$ cat config.mk
export PLATFORM = sky130hd
export DESIGN_NAME = mux_func_sweeper
export DESIGN_NICKNAME = d
export VERILOG_FILES = /design/src/rtl/mux_sweep_pkg.sv /design/src/rtl/first_diff_enc.sv /design/src/rtl/mux_func_sweeper.sv
export SDC_FILE = /design/constraint.sdc
export NUM_CORES = 1
export LEC_CHECK = 0
export ABC_AREA = 1
export BUFFER_PORTS_ARGS = -buffer_cell sky130_fd_sc_hd__buf_2
export CAP_MARGIN = 15
export CELL_PAD_IN_SITES_DETAIL_PLACEMENT = 2
export CELL_PAD_IN_SITES_GLOBAL_PLACEMENT = 2
export CORE_ASPECT_RATIO = 2
export CORE_MARGIN = 4
export CORE_UTILIZATION = 31
export DETAILED_ROUTE_END_ITERATION = 7
export GPL_TIMING_DRIVEN = 0
export PLACE_DENSITY = 0.87
export SLEW_MARGIN = 0
export SYNTH_ARGS = -nofsm -noshare
export SYNTH_HDL_FRONTEND = slang
export SYNTH_HIERARCHICAL = 1
export SYNTH_SLANG_ARGS = --single-unit
$ cat constraint.sdc
create_clock -name clk -period 2.38 [get_ports clk]
set_clock_uncertainty 0.2 [all_clocks]
set_input_delay 0.476 -clock clk [delete_from_list [all_inputs] [get_ports clk]]
set_output_delay 0.476 -clock clk [all_outputs]
set_load 0.02 [all_outputs]
$ cat src/rtl/mux_sweep_pkg.sv
`default_nettype none
// ============================================================================
// Module      : mux_sweep_pkg
// Description : Shared constants for the mux function sweeper: FSM state
//               encoding, truth-table width and settle-time ceiling.
// Revision    : 1.0 - initial release
// ============================================================================
package mux_sweep_pkg;

    localparam int TT_W       = 8;
    localparam int SETTLE_MAX = 15;

    localparam logic [1:0] IDLE  = 2'd0;
    localparam logic [1:0] APPLY = 2'd1;
    localparam logic [1:0] CHECK = 2'd2;
    localparam logic [1:0] DONE  = 2'd3;

endpackage : mux_sweep_pkg
`default_nettype wire

$ cat src/rtl/first_diff_enc.sv
`default_nettype none
// ============================================================================
// Module      : first_diff_enc
// Description : 8-to-3 priority encoder returning the index of the lowest set
//               bit of a difference vector; returns 0 when no bit is set.
// Ports       : diff_i [TT_W-1:0] - mismatch vector (tt ^ expected)
//               idx_o  [2:0]      - lowest set bit position
// Revision    : 1.0 - initial release
// ============================================================================
module first_diff_enc
    import mux_sweep_pkg::*;
(
    input  logic [TT_W-1:0] diff_i,
    output logic [2:0]      idx_o
);

    // Scan from the top down so the last hit (lowest index) wins.
    always_comb begin
        idx_o = 3'd0;
        for (int i = TT_W - 1; i >= 0; i--) begin
            if (diff_i[i]) begin
                idx_o = 3'(i);
            end
        end
    end

endmodule : first_diff_enc
`default_nettype wire

$ cat src/rtl/mux_func_sweeper.sv
`default_nettype none
// ============================================================================
// Module      : mux_func_sweeper
// Description : Sweeps {A,B,C} through all 8 combinations, holds each for
//               SETTLE cycles, samples L into a truth table and compares it
//               with the expected table latched at start.
// Ports       : clk, rst (sync, active high)
//               start, abort          - sweep control
//               exp_tt[7:0]           - expected table, latched on accept
//               L                     - function output under test
//               A, B, C               - registered stimulus (idx[2:0])
//               busy, done            - status; done is a 1-cycle pulse
//               tt[7:0], match,
//               err_idx[2:0]          - result of the last sweep
// Revision    : 1.0 - initial release
// ============================================================================
module mux_func_sweeper
    import mux_sweep_pkg::*;
#(
    parameter int SETTLE = 2
) (
    input  logic            clk,
    input  logic            rst,
    input  logic            start,
    input  logic            abort,
    input  logic [TT_W-1:0] exp_tt,
    input  logic            L,
    output logic            A,
    output logic            B,
    output logic            C,
    output logic            busy,
    output logic            done,
    output logic [TT_W-1:0] tt,
    output logic            match,
    output logic [2:0]      err_idx
);

    generate
        if (SETTLE < 1 || SETTLE > SETTLE_MAX) begin : g_bad_settle
            $error("mux_func_sweeper: SETTLE out of range 1..15");
        end
    endgenerate

    localparam logic [3:0] c_last = 4'(SETTLE - 1);

    logic [1:0]      state_q, state_d;
    logic [2:0]      idx_q, idx_d;
    logic [3:0]      wait_q, wait_d;
    logic [TT_W-1:0] exp_q, exp_d;
    logic [TT_W-1:0] tt_q, tt_d;
    logic            match_q, match_d;
    logic [2:0]      err_q, err_d;
    logic            busy_q, busy_d;
    logic            done_q, done_d;
    logic [2:0]      abc_q, abc_d;

    logic            w_sample;
    logic [2:0]      w_first;

    assign w_sample = (wait_q == c_last);

    first_diff_enc u_enc (
        .diff_i (tt_q ^ exp_q),
        .idx_o  (w_first)
    );

    // State register; the datapath registers ride along with it.
    always_ff @(posedge clk) begin
        if (rst) begin
            state_q <= IDLE;
            idx_q   <= 3'd0;
            wait_q  <= 4'd0;
            exp_q   <= '0;
            tt_q    <= '0;
            match_q <= 1'b0;
            err_q   <= 3'd0;
            busy_q  <= 1'b0;
            done_q  <= 1'b0;
            abc_q   <= 3'd0;
        end else begin
            state_q <= state_d;
            idx_q   <= idx_d;
            wait_q  <= wait_d;
            exp_q   <= exp_d;
            tt_q    <= tt_d;
            match_q <= match_d;
            err_q   <= err_d;
            busy_q  <= busy_d;
            done_q  <= done_d;
            abc_q   <= abc_d;
        end
    end

    // Next-state logic
    always_comb begin
        state_d = state_q;
        case (state_q)
            IDLE:    if (start) state_d = APPLY;
            APPLY: begin
                if (abort)                          state_d = IDLE;
                else if (w_sample && idx_q == 3'd7) state_d = CHECK;
            end
            CHECK:   state_d = abort ? IDLE : DONE;
            DONE:    state_d = IDLE;
            default: state_d = IDLE;
        endcase
    end

    // Output / datapath next values
    always_comb begin
        idx_d   = idx_q;
        wait_d  = wait_q;
        exp_d   = exp_q;
        tt_d    = tt_q;
        match_d = match_q;
        err_d   = err_q;
        busy_d  = busy_q;
        done_d  = 1'b0;
        abc_d   = abc_q;
        case (state_q)
            IDLE: begin
                if (start) begin
                    idx_d   = 3'd0;
                    wait_d  = 4'd0;
                    exp_d   = exp_tt;
                    tt_d    = '0;
                    match_d = 1'b0;
                    err_d   = 3'd0;
                    busy_d  = 1'b1;
                    abc_d   = 3'd0;
                end
            end
            APPLY: begin
                // Abort wins over a sample falling on the same edge.
                if (abort) begin
                    busy_d = 1'b0;
                    abc_d  = 3'd0;
                end else if (w_sample) begin
                    tt_d[idx_q] = L;
                    if (idx_q == 3'd7) begin
                        abc_d = 3'd0;
                    end else begin
                        // Stimulus advances on the same edge as the sample.
                        idx_d  = idx_q + 3'd1;
                        wait_d = 4'd0;
                        abc_d  = idx_q + 3'd1;
                    end
                end else begin
                    wait_d = wait_q + 4'd1;
                end
            end
            CHECK: begin
                busy_d = 1'b0;
                if (!abort) begin
                    match_d = (tt_q == exp_q);
                    err_d   = w_first;
                    done_d  = 1'b1;
                end
            end
            default: ;
        endcase
    end

    assign A       = abc_q[2];
    assign B       = abc_q[1];
    assign C       = abc_q[0];
    assign busy    = busy_q;
    assign done    = done_q;
    assign tt      = tt_q;
    assign match   = match_q;
    assign err_idx = err_q;

endmodule : mux_func_sweeper
`default_nettype wire
======== After elaboration in Yosys (flattened, before gate mapping) ========
Index checks and enable logic that the tools add are counted.
word-level totals
  input port bits ......................... 13
  output and inout port bits .............. 17
  logic and storage cells ................. 89
  register bits after elaboration ......... 34
cells by class
  magnitude comparators ................... 2
  reductions and logical operators ........ 15
  muxes and demuxes ....................... 43
  eq/ne operators ......................... 15
  add/subtract/negate cells ............... 2
  bitwise gates (word level) .............. 2
operator list
  operator                                                    count
  two-way mux 3 bit                                           16
  two-way mux 8 bit                                           3
  one-hot mux 3 bit (2 select lines)                          3
  two-way mux 4 bit                                           4
  one-hot mux 8 bit (2 select lines)                          1
  != test 2 bit, second input constant                        6
  != test 3 bit, second input constant                        3
  AND reduction 3 bit                                         3
  bitwise mux 8 bit                                           1
  equality test 8 bit                                         1
  two-way mux 2 bit                                           4
  one-hot mux 2 bit (4 select lines)                          1
  one-hot mux 4 bit (2 select lines)                          1
  AND reduction 4 bit                                         2
  XOR 8 bit                                                   1
  two-way mux 1 bit                                           6
  AND reduction 5 bit                                         1
  adder 4 x 1 -> 4 bit, second input constant                 1
  equality test 2 bit, second input constant                  2
  equality test 4 x 1 -> 1 bit, second input constant         1
  less-than comparator 3 x 4 -> 1 bit, second input constant  1
  AND reduction 2 bit                                         2
  nonzero test 2 bit                                          2
  adder 3 x 1 -> 3 bit, second input constant                 1
  other kinds (11)                                            12

======== Longest topological paths before layout ========
Gate-level depths: netlist of run 1.
  depth after elaboration ................. 11
  mapped depth ............................ 12

======== Cells and area by module ========
Netlist of run 1, hierarchy kept.
by module, submodules not included
  module            cells an instance  area an instance (sq um)  times used
  mux_func_sweeper  296                1953.1                    1
  first_diff_enc    19                 95.1                      1

======== Worst setup path before layout of run 1 ========
OpenSTA, ideal clock, no wires.
  kind .................................... register -> register
  from .................................... reg state_q[0]
  to ...................................... reg tt_q[7] (netlist: tt[7])
  path slack .............................. 687 ps
  library setup time ...................... 130 ps
  data required time ...................... 2050 ps
  cell stages (with the launch flop) ...... 10
  data arrival time ....................... 1363 ps
  path buffers ............................ 1
  path through ............................ dfxtp_1 inv_1 ha_1 nand2_4 nand2_4 nor2_4 buf_6 nand3_1 nand2_1 a21oi_1
on the way
  cells in the longest elaborated chain, start to end .. 3
RTL lines
  element                                                            RTL line                 RTL
  from (decl)                                                        mux_func_sweeper.sv:46   logic [1:0] state_q, state_d;
  from (signal assigned)                                             mux_func_sweeper.sv:81   state_q <= state_d;
  equality test 2 x 1 -> 1 bit or logical NOT 2 bit (tied branches)  mux_func_sweeper.sv:120  case (state_q)
  != test 2 bit (no line) or nonzero test 2 bit (tied branches)      --
  AND reduction 4 bit (no line)                                      --
  to (signal assigned)                                               mux_func_sweeper.sv:85   tt_q <= tt_d;
  to (decl)                                                          mux_func_sweeper.sv:50   logic [TT_W-1:0] tt_q, tt_d;
Parallel ways exist; a longest one is shown, timed or not.
A chain may end at the register's enable or synchronous reset.

======== Worst setup path in the final report of run 1 ========
  from .................................... reg state_q[0]
  to ...................................... reg exp_q[6]
on the way
  cells in the longest elaborated chain, start to end .. 2
RTL lines
  element                        RTL line                 RTL
  logical NOT 2 bit              mux_func_sweeper.sv:120
  AND reduction 2 bit (no line)  --
  to (signal assigned)           mux_func_sweeper.sv:84   exp_q <= exp_d;
  to (decl)                      mux_func_sweeper.sv:49   logic [TT_W-1:0] exp_q, exp_d;
Every way passes these cells.

==> results.txt, run 1 <==
From left edge to right edge, the die measures 65.5 um. The critical path contains buffers and inverters numbering 2 combined. Setup repair after global routing left no endpoint under its margin. The max-slew headroom at the worst pin is 0.643, and the mean instance size in the synthesized netlist is 6.50 sq um. Detailed placement finished with a half-perimeter wire length of 5600 um. Dividing the detail-routed via count by the number of cells gives 4.96. After synthesis the cells add up to 2050 sq um. The final worst-path cycle share was 0.841. The run gives 2010 ps as the arrival time of data at the critical path endpoint. The tools report the length of the first detailed-routing pass in iterations as 4.

Setup violations remaining at the end of the flow were counted as 0. TritonCTS built the clock tree. The area share of the largest cell type after synthesis was 0.332.

The layout cell share with drive strength beyond 1 came out at 0.145. The area growth from synthesis to layout is 19.5%. Post-CTS timing repair inserted 0 buffers for setup. STA classifies the critical path startpoint as a flop. Hold violation count in the final report: 0. The critical path is of the flop to flop type.

The flip-flop and latch count after synthesis was 34. The core region is 6360 sq um. For this block, the via count after detailed routing is 2171.

The slowest stage of the critical path is the sky130_fd_sc_hd__dfxtp_1 cell. Synthesis handed over a netlist of 315 instances. For the final routed DRC violation total, the log shows 0. For the initial standard-cell utilization of the core, the log shows 0.322. The run gives 0.500 GHz as the achievable clock frequency. Setup total negative slack on the finished layout was measured at 0 ps. Yosys attributes the largest share of cell area to sky130_fd_sc_hd__dfxtp_1, sky130_fd_sc_hd__nand2_1, sky130_fd_sc_hd__inv_1, sky130_fd_sc_hd__a21oi_1, sky130_fd_sc_hd__nand3_1. Measured along the y axis, the die boundary spans 123 um. The largest single stage delay on the critical path is 390 ps. In this run the count of I/O pins placed on the die edge is 30. Counting every net in the synthesized netlist gives 337. The number of I/O port buffers works out to 29. The critical path goes through inv_1, ha_1, nand2_1, clkbuf_1, o21ai_0, a21oi_1. The logs give 0.332 for the portion of the post-synthesis area used by sequential elements and 290 ps for the insertion delay of the later-clocked pin in the worst-skew pair.

The routed design has 7200 um of wire. After detailed routing, the average wire length per cell comes to 16.4 um. The run gives 0.000559 V as the worst voltage drop across the vdd grid. The library cells used most frequently in the layout, excluding fill and tap cells, are sky130_fd_sc_hd__nand2_1, sky130_fd_sc_hd__inv_1, sky130_fd_sc_hd__dfxtp_1.

The number of hold buffers added after CTS was 0. The run gives 6 as the synthesis warning total. The tightest min-delay check is of the primary input to flop type. The tools report the total track usage as 0.201. The logs give 0 for the initial antenna violation count and 373 for the net count reported at finish.

CTS built an H-tree with a depth of 2. The run gives 813 as the filler cell count. The final global-route overflow total is 0. The congestion estimate from routability-driven global placement came to 0.826. Most common cell after layout, fill and taps aside: sky130_fd_sc_hd__nand2_1.

The clock passes through at most 2 buffers. Along the worst path, the maximum fanout reaches 10. The die covers 8050 sq um. Post-synthesis cell type with the largest combined area: sky130_fd_sc_hd__dfxtp_1. Max-slew violation total from the final report: 0.

The final antenna diode count was 0; the data required time of the worst path was 2390 ps. STA classifies the critical path endpoint as a flop. The first global-routing pass estimated 12000 um of wire. Overall power consumption after layout is estimated at 3.00 mW.

The tightest hold path in the finished design has a slack of 216 ps. After clock tree synthesis, the clock-pin slew on the worst setup and hold paths is 50 ps. The tools report the setup slack of the most critical reg-to-reg path as 380 ps.

Main flop type after synthesis: sky130_fd_sc_hd__dfxtp_1. The run gives 5 as the number of clock buffers inserted by TritonCTS. Entering global routing, the biggest net connects 11 pins.

After the first detailed-routing iteration, the DRC count stood at 68. The synthesized design contains 0 enable-type register cells. The power density normalized to cell area is 1230 nW/um^2, and the number of standard-cell rows in the floorplan is 41. Gates resized during post-CTS repair numbered 0. Transition time of the tightest slew-check pin: 536 ps. CTS saw 34 sinks.

On the critical path the largest part of the delay comes from buffers and inverters. Number of global-route vias before repair: 2499. The netlist uses 27 different library cells.

The root buffer cell chosen for the clock tree is sky130_fd_sc_hd__clkbuf_16. Final critical delay including setup and external delays: 2000 ps. The fraction of registers with async set/reset was 0. The flow ran to the end, and the final reports show no timing, DRC or antenna violations. Across the run, the number of max-cap violations was 0. Once detail routing completed, the nets flagged for antenna violations numbered 0. In this run the static leakage power is 1.25 nW.
[stage by stage]
| stage | area, sq um | setup WS (ps) | cells | util |
|---|---|---|---|---|
| after floorplan | 2050 | 687 | 315 | - |
| after global placement | 2300 | 439 | 430 | 0.362 |
| after detailed placement | 2300 | 402 | 430 | 0.362 |
| after CTS | 2450 | 346 | 438 | 0.385 |
| after global routing | 2450 | 151 | 438 | 0.385 |
| final | 2450 | 378 | 438 | 0.385 |
[report_power, final]
part | internal (mW) | switching (mW)
clock network | 0.415 | 0.250
registers | 0.689 | 0.0865
logic | 0.509 | 1.05
total | 1.61 | 1.39
[layout make-up]
class / instances / area (sq um) / area share
inverter: 59 / 221 / 0.0904
clock inverter: 1 / 5.00 / 0.00204
sequential: 34 / 681 / 0.278
multi-input combinational: 212 / 1070 / 0.437
clock buffer: 7 / 143 / 0.0583
buffer: 10 / 75.1 / 0.0307
tap: 86 / 108 / 0.0439
timing repair buffer: 29 / 145 / 0.0593
[per-layer routing]
| metal | GRT usage | vias up | routed length (um) |
|---|---|---|---|
| li1 | - | 1065 | - |
| met1 | 0.168 | 1070 | 2320 |
| met2 | 0.429 | 23 | 4580 |
| met3 | 0.0309 | 13 | 108 |
| met4 | 0.0896 | 0 | 194 |
| met5 | 0 | - | 0 |
[flip-flops by register name (all words and copies together), names as in the netlist]
signal	flops
abc_q	3
idx_q	3
state_q	2
err_idx	3
exp_q	8
busy	1
done	1
wait_q	4
tt	8
match	1
[synth_stat cells, types with 3 or more instances]
| library cell | number |
|---|---|
| sky130_fd_sc_hd__nand4_1 | 13 |
| sky130_fd_sc_hd__nand2_1 | 80 |
| sky130_fd_sc_hd__nand3b_1 | 3 |
| sky130_fd_sc_hd__buf_4 | 3 |
| sky130_fd_sc_hd__inv_1 | 58 |
| sky130_fd_sc_hd__a21oi_1 | 30 |
| sky130_fd_sc_hd__nor2_1 | 22 |
| sky130_fd_sc_hd__dfxtp_1 | 34 |
| sky130_fd_sc_hd__ha_1 | 9 |
| sky130_fd_sc_hd__nand3_1 | 28 |
| sky130_fd_sc_hd__o21ai_0 | 13 |
[worst paths after layout]
check | start | endpoint | depth (start not counted)
worst max-delay path | state_q[0]$_SDFFE_PP0P_ | exp_q[6]$_SDFFE_PP0P_ | 6
worst min-delay path | abort | done$_SDFF_PP0_ | 2
worst max register to register | state_q[0]$_SDFFE_PP0P_ | exp_q[6]$_SDFFE_PP0P_ | 6
worst min register to register | abc_q[0]$_SDFFE_PP0P_ | abc_q[0]$_SDFFE_PP0P_ | 2
[cells by family after synthesis]
group | share of synthesized area
flip-flops | 0.332
AO/OA/AOI/OAI | 0.111
buffers and inverters | 0.145
XOR/XNOR | 0.00855
AND/OR/NAND/NOR | 0.348
adder cells (fa/ha/maj) | 0.0550
No activity file was read; power rests on OpenSTA's default activity.
==> inputs of run 2 (changes only) <==
--- a/config.mk
+++ b/config.mk
@@ -12,10 +12,10 @@
 export CELL_PAD_IN_SITES_GLOBAL_PLACEMENT = 2
 export CORE_ASPECT_RATIO = 2
 export CORE_MARGIN = 4
-export CORE_UTILIZATION = 31
+export CORE_UTILIZATION = 28
 export DETAILED_ROUTE_END_ITERATION = 7
 export GPL_TIMING_DRIVEN = 0
-export PLACE_DENSITY = 0.87
+export PLACE_DENSITY = 0.83
 export SLEW_MARGIN = 0
 export SYNTH_ARGS = -nofsm -noshare
 export SYNTH_HDL_FRONTEND = slang
==> constraint.sdc (replaced) <==
create_clock -name clk -period 1.6 [get_ports clk]
set_clock_uncertainty 0.2 [all_clocks]
set_input_delay 0.32 -clock clk [delete_from_list [all_inputs] [get_ports clk]]
set_output_delay 0.32 -clock clk [all_outputs]
set_load 0.02 [all_outputs]
==> run 2 against run 1 <==
Against the previous run:
- the run now ends with negative setup slack left
- sequential share of layout area down 5.8 points
- clock power up 56%
- sequential power up 55%
- global-route usage up 0.95 points
- critical path type unchanged
- wire length up 54%
- first-iteration DRC count up 10%
- highest routed layer unchanged
- cell area up 30%
- register-to-register slack worse by 650 ps
- die area up 9.7%
- non-clock buffer count up 30
- setup slack worse by 650 ps
==> results.txt, run 2 (synthesis gave the netlist of run 1 again) <==
The initial standard-cell utilization of the core is 0.291 (-0.0314), and the number of I/O port buffers is 29 (unchanged). The clock network fraction of total power came out at 0.157 (-0.064). Total track usage: 0.210 (+0.00955). The layout cell share with drive strength beyond 1 works out to 0.432 (+0.287). The length of the first detailed-routing pass in iterations is 4 (unchanged), and the maximum number of pins on one net before global-route repair is 12 (+1). From synthesis to final layout, the design area changed by 55.4%. The tools report the first-pass GRT wire length as 13500 um (+12%). For the cell area reported after detailed placement, the log shows 2320 sq um (+0.98%). The worst setup path is launched from a flop.

The logs give 2505 (+15%) for the routed via count and 0 (unchanged) for the final global-route overflow total. The aggregate routed wire length is 11000 um (+54%). The average wire per cell in the routed design is 23.4 um (+42%). The logs give 290 ps (about the same) for the insertion delay of the later-clocked pin in the worst-skew pair and 30 (unchanged) for the number of top-level pins.

The leakage dissipation was 1.48 nW (+19%). The logs give 0.662 (+0.142) for the proportion of power drawn by combinational gates and 5680 um (+1.3%) for the HPWL after detailed placement. The area inside the core boundary came out at 7050 sq um (+11%). The final routed DRC violation total is 0 (unchanged), and the switching fraction of total power is 0.478 (+0.0152). The final antenna diode count came out at 0 (unchanged). Number of clock sinks: 34 (unchanged).

In this run the clock root is driven by a sky130_fd_sc_hd__clkbuf_16. The tools report the worst hold slack across all endpoints as 96.6 ps (-119 ps). The run gives 1840 ps (-170 ps) as the arrival time of data at the critical path endpoint. The die width was 68.5 um (+4.6%). Power density normalized to cell area: 2090 nW/um^2 (+70%).

The design internal power was 3.47 mW (+120%). The critical setup path kind was flop to flop. The DRC violation total after the first TritonRoute iteration came out at 75 (+10%).

The number of nets with antenna violations after detailed routing was 0 (unchanged); the transition time of the tightest slew-check pin was 718 ps (+183 ps). The maximum root-to-sink buffer count came out at 2 (unchanged). The tightest min-delay check is of the primary input to flop type. Leaving out fill and tap cells, the most frequent cell in the layout is sky130_fd_sc_hd__nand2_1. Final design instance area without fill: 3180 sq um (+30%).

Leaving out fill and tap cells, the most frequent cells in the layout are sky130_fd_sc_hd__nand2_1, sky130_fd_sc_hd__inv_1, sky130_fd_sc_hd__buf_2. The tools report the max-capacitance violation count as 0 (unchanged). The overall die area came out at 8830 sq um (+9.7%). The data required time of the worst path is 1580 ps (-810 ps). TritonCTS built the clock tree.

For the hold violation count in the final report, the log shows 0 (unchanged). The height of the die works out to 129 um (+4.9%). The number of levels in the clock H-tree was 2 (unchanged); the number of clock buffers inserted by TritonCTS was 5 (unchanged).

The critical-path maximum fanout came out at 10 (unchanged). The hold-fix buffer count after cts was 0 (unchanged); the clock-pin slew of the registers on the worst-case setup and hold paths was 70 ps (+20 ps). The final worst-path cycle share was 1.17 (+0.326); the net count reported at finish was 403 (+8.0%).

The initial antenna violation count is 0 (unchanged). The run finished, with violations left. The switching power total came out at 3.18 mW (+130%). Setup repair after global routing could not meet its margin everywhere. The number of global-route vias before repair was 2635 (+5.4%). The final reports fail on negative setup slack. The least setup slack across all paths after layout came out at -267 ps (-645 ps). The max-slew violation total from the final report was 0 (unchanged); the final number of setup-violating endpoints was 30 (+30). The max-slew headroom at the worst pin was 0.521 (-0.122); the register share of total power was 0.181 (-0.077). The number of standard-cell rows in the floorplan was 43 (+4.9%); the average via count per standard cell was 5.31 (+7.1%). The final critical delay including setup and external delays came out at 1870 ps (-135 ps). Type of element capturing the critical path: a flop. Placer's final routability congestion estimate: 0.797 (-3.6%). The worst voltage drop across the vdd grid came out at 0.000972 V (+74%). For the achievable clock frequency, the log shows 0.536 GHz (+7.2%).
run 2: power by group through the flow:
stage	registers (mW)	logic, mW	clock network (mW)
floorplan	1.21	1.68	0
global placement	1.16	2.26	0
detailed placement	1.17	2.39	0
CTS	1.18	3.00	1.03
global route	1.22	4.68	1.10
finish	1.20	4.40	1.04
run 2: worst paths after layout:
path	start	to	slack [ps]	cells past startpoint
max	state_q[0]$_SDFFE_PP0P_	tt[5]$_SDFFE_PP0P_	-270	8
min	abort	done$_SDFF_PP0_	100	2
max reg2reg	state_q[0]$_SDFFE_PP0P_	tt[5]$_SDFFE_PP0P_	-270	8
min reg2reg	abc_q[0]$_SDFFE_PP0P_	abc_q[0]$_SDFFE_PP0P_	280	2
run 2: layer usage:
layer  track usage  vias to the layer above  share of wire
li1              -                     1134              -
met1         0.182                     1248           0.32
met2         0.426                       78           0.58
met3        0.0367                       45          0.034
met4        0.0961                        0          0.062
met5             0                        -              0
run 2: layout make-up:
type	count	area (sq um)
inverter	59	249
buffer	9	101
clock buffer	6	139
clock inverter	2	12.5
tap	90	113
timing repair buffer	60	444
sequential	34	701
multi-input combinational	212	1420
fill	826	3860
run 2: repair_timing:
action	CTS	global route
setup endpoints to repair	33	28
gates cloned	0	2
buffers inserted	13	16
resized for setup	60	73
pin swaps	15	28
run 2: critical path, stage by stage, from the launching register on:
cell	delay (ps)
sky130_fd_sc_hd__dfxtp_4	380
sky130_fd_sc_hd__inv_4	50
sky130_fd_sc_hd__ha_4	200
sky130_fd_sc_hd__nand2_8	90
sky130_fd_sc_hd__nand2_4	80
sky130_fd_sc_hd__nor2_4	170
sky130_fd_sc_hd__buf_6	160
sky130_fd_sc_hd__nand4_1	110
sky130_fd_sc_hd__a21oi_1	300
run 2: stage by stage:
stage	std cells	setup TNS (ps)	total power, mW	util	setup slack, ps
2_1_floorplan	315	-6.39	2.89	-	-6.39
3_3_place_gp	434	-5140	3.42	0.330	-224
3_5_place_dp	434	-7580	3.57	0.330	-351
4_1_cts	455	-153	5.22	0.387	-40.2
5_1_grt	472	-4520	7.01	0.452	-294
6_report	472	-2660	6.65	0.452	-267
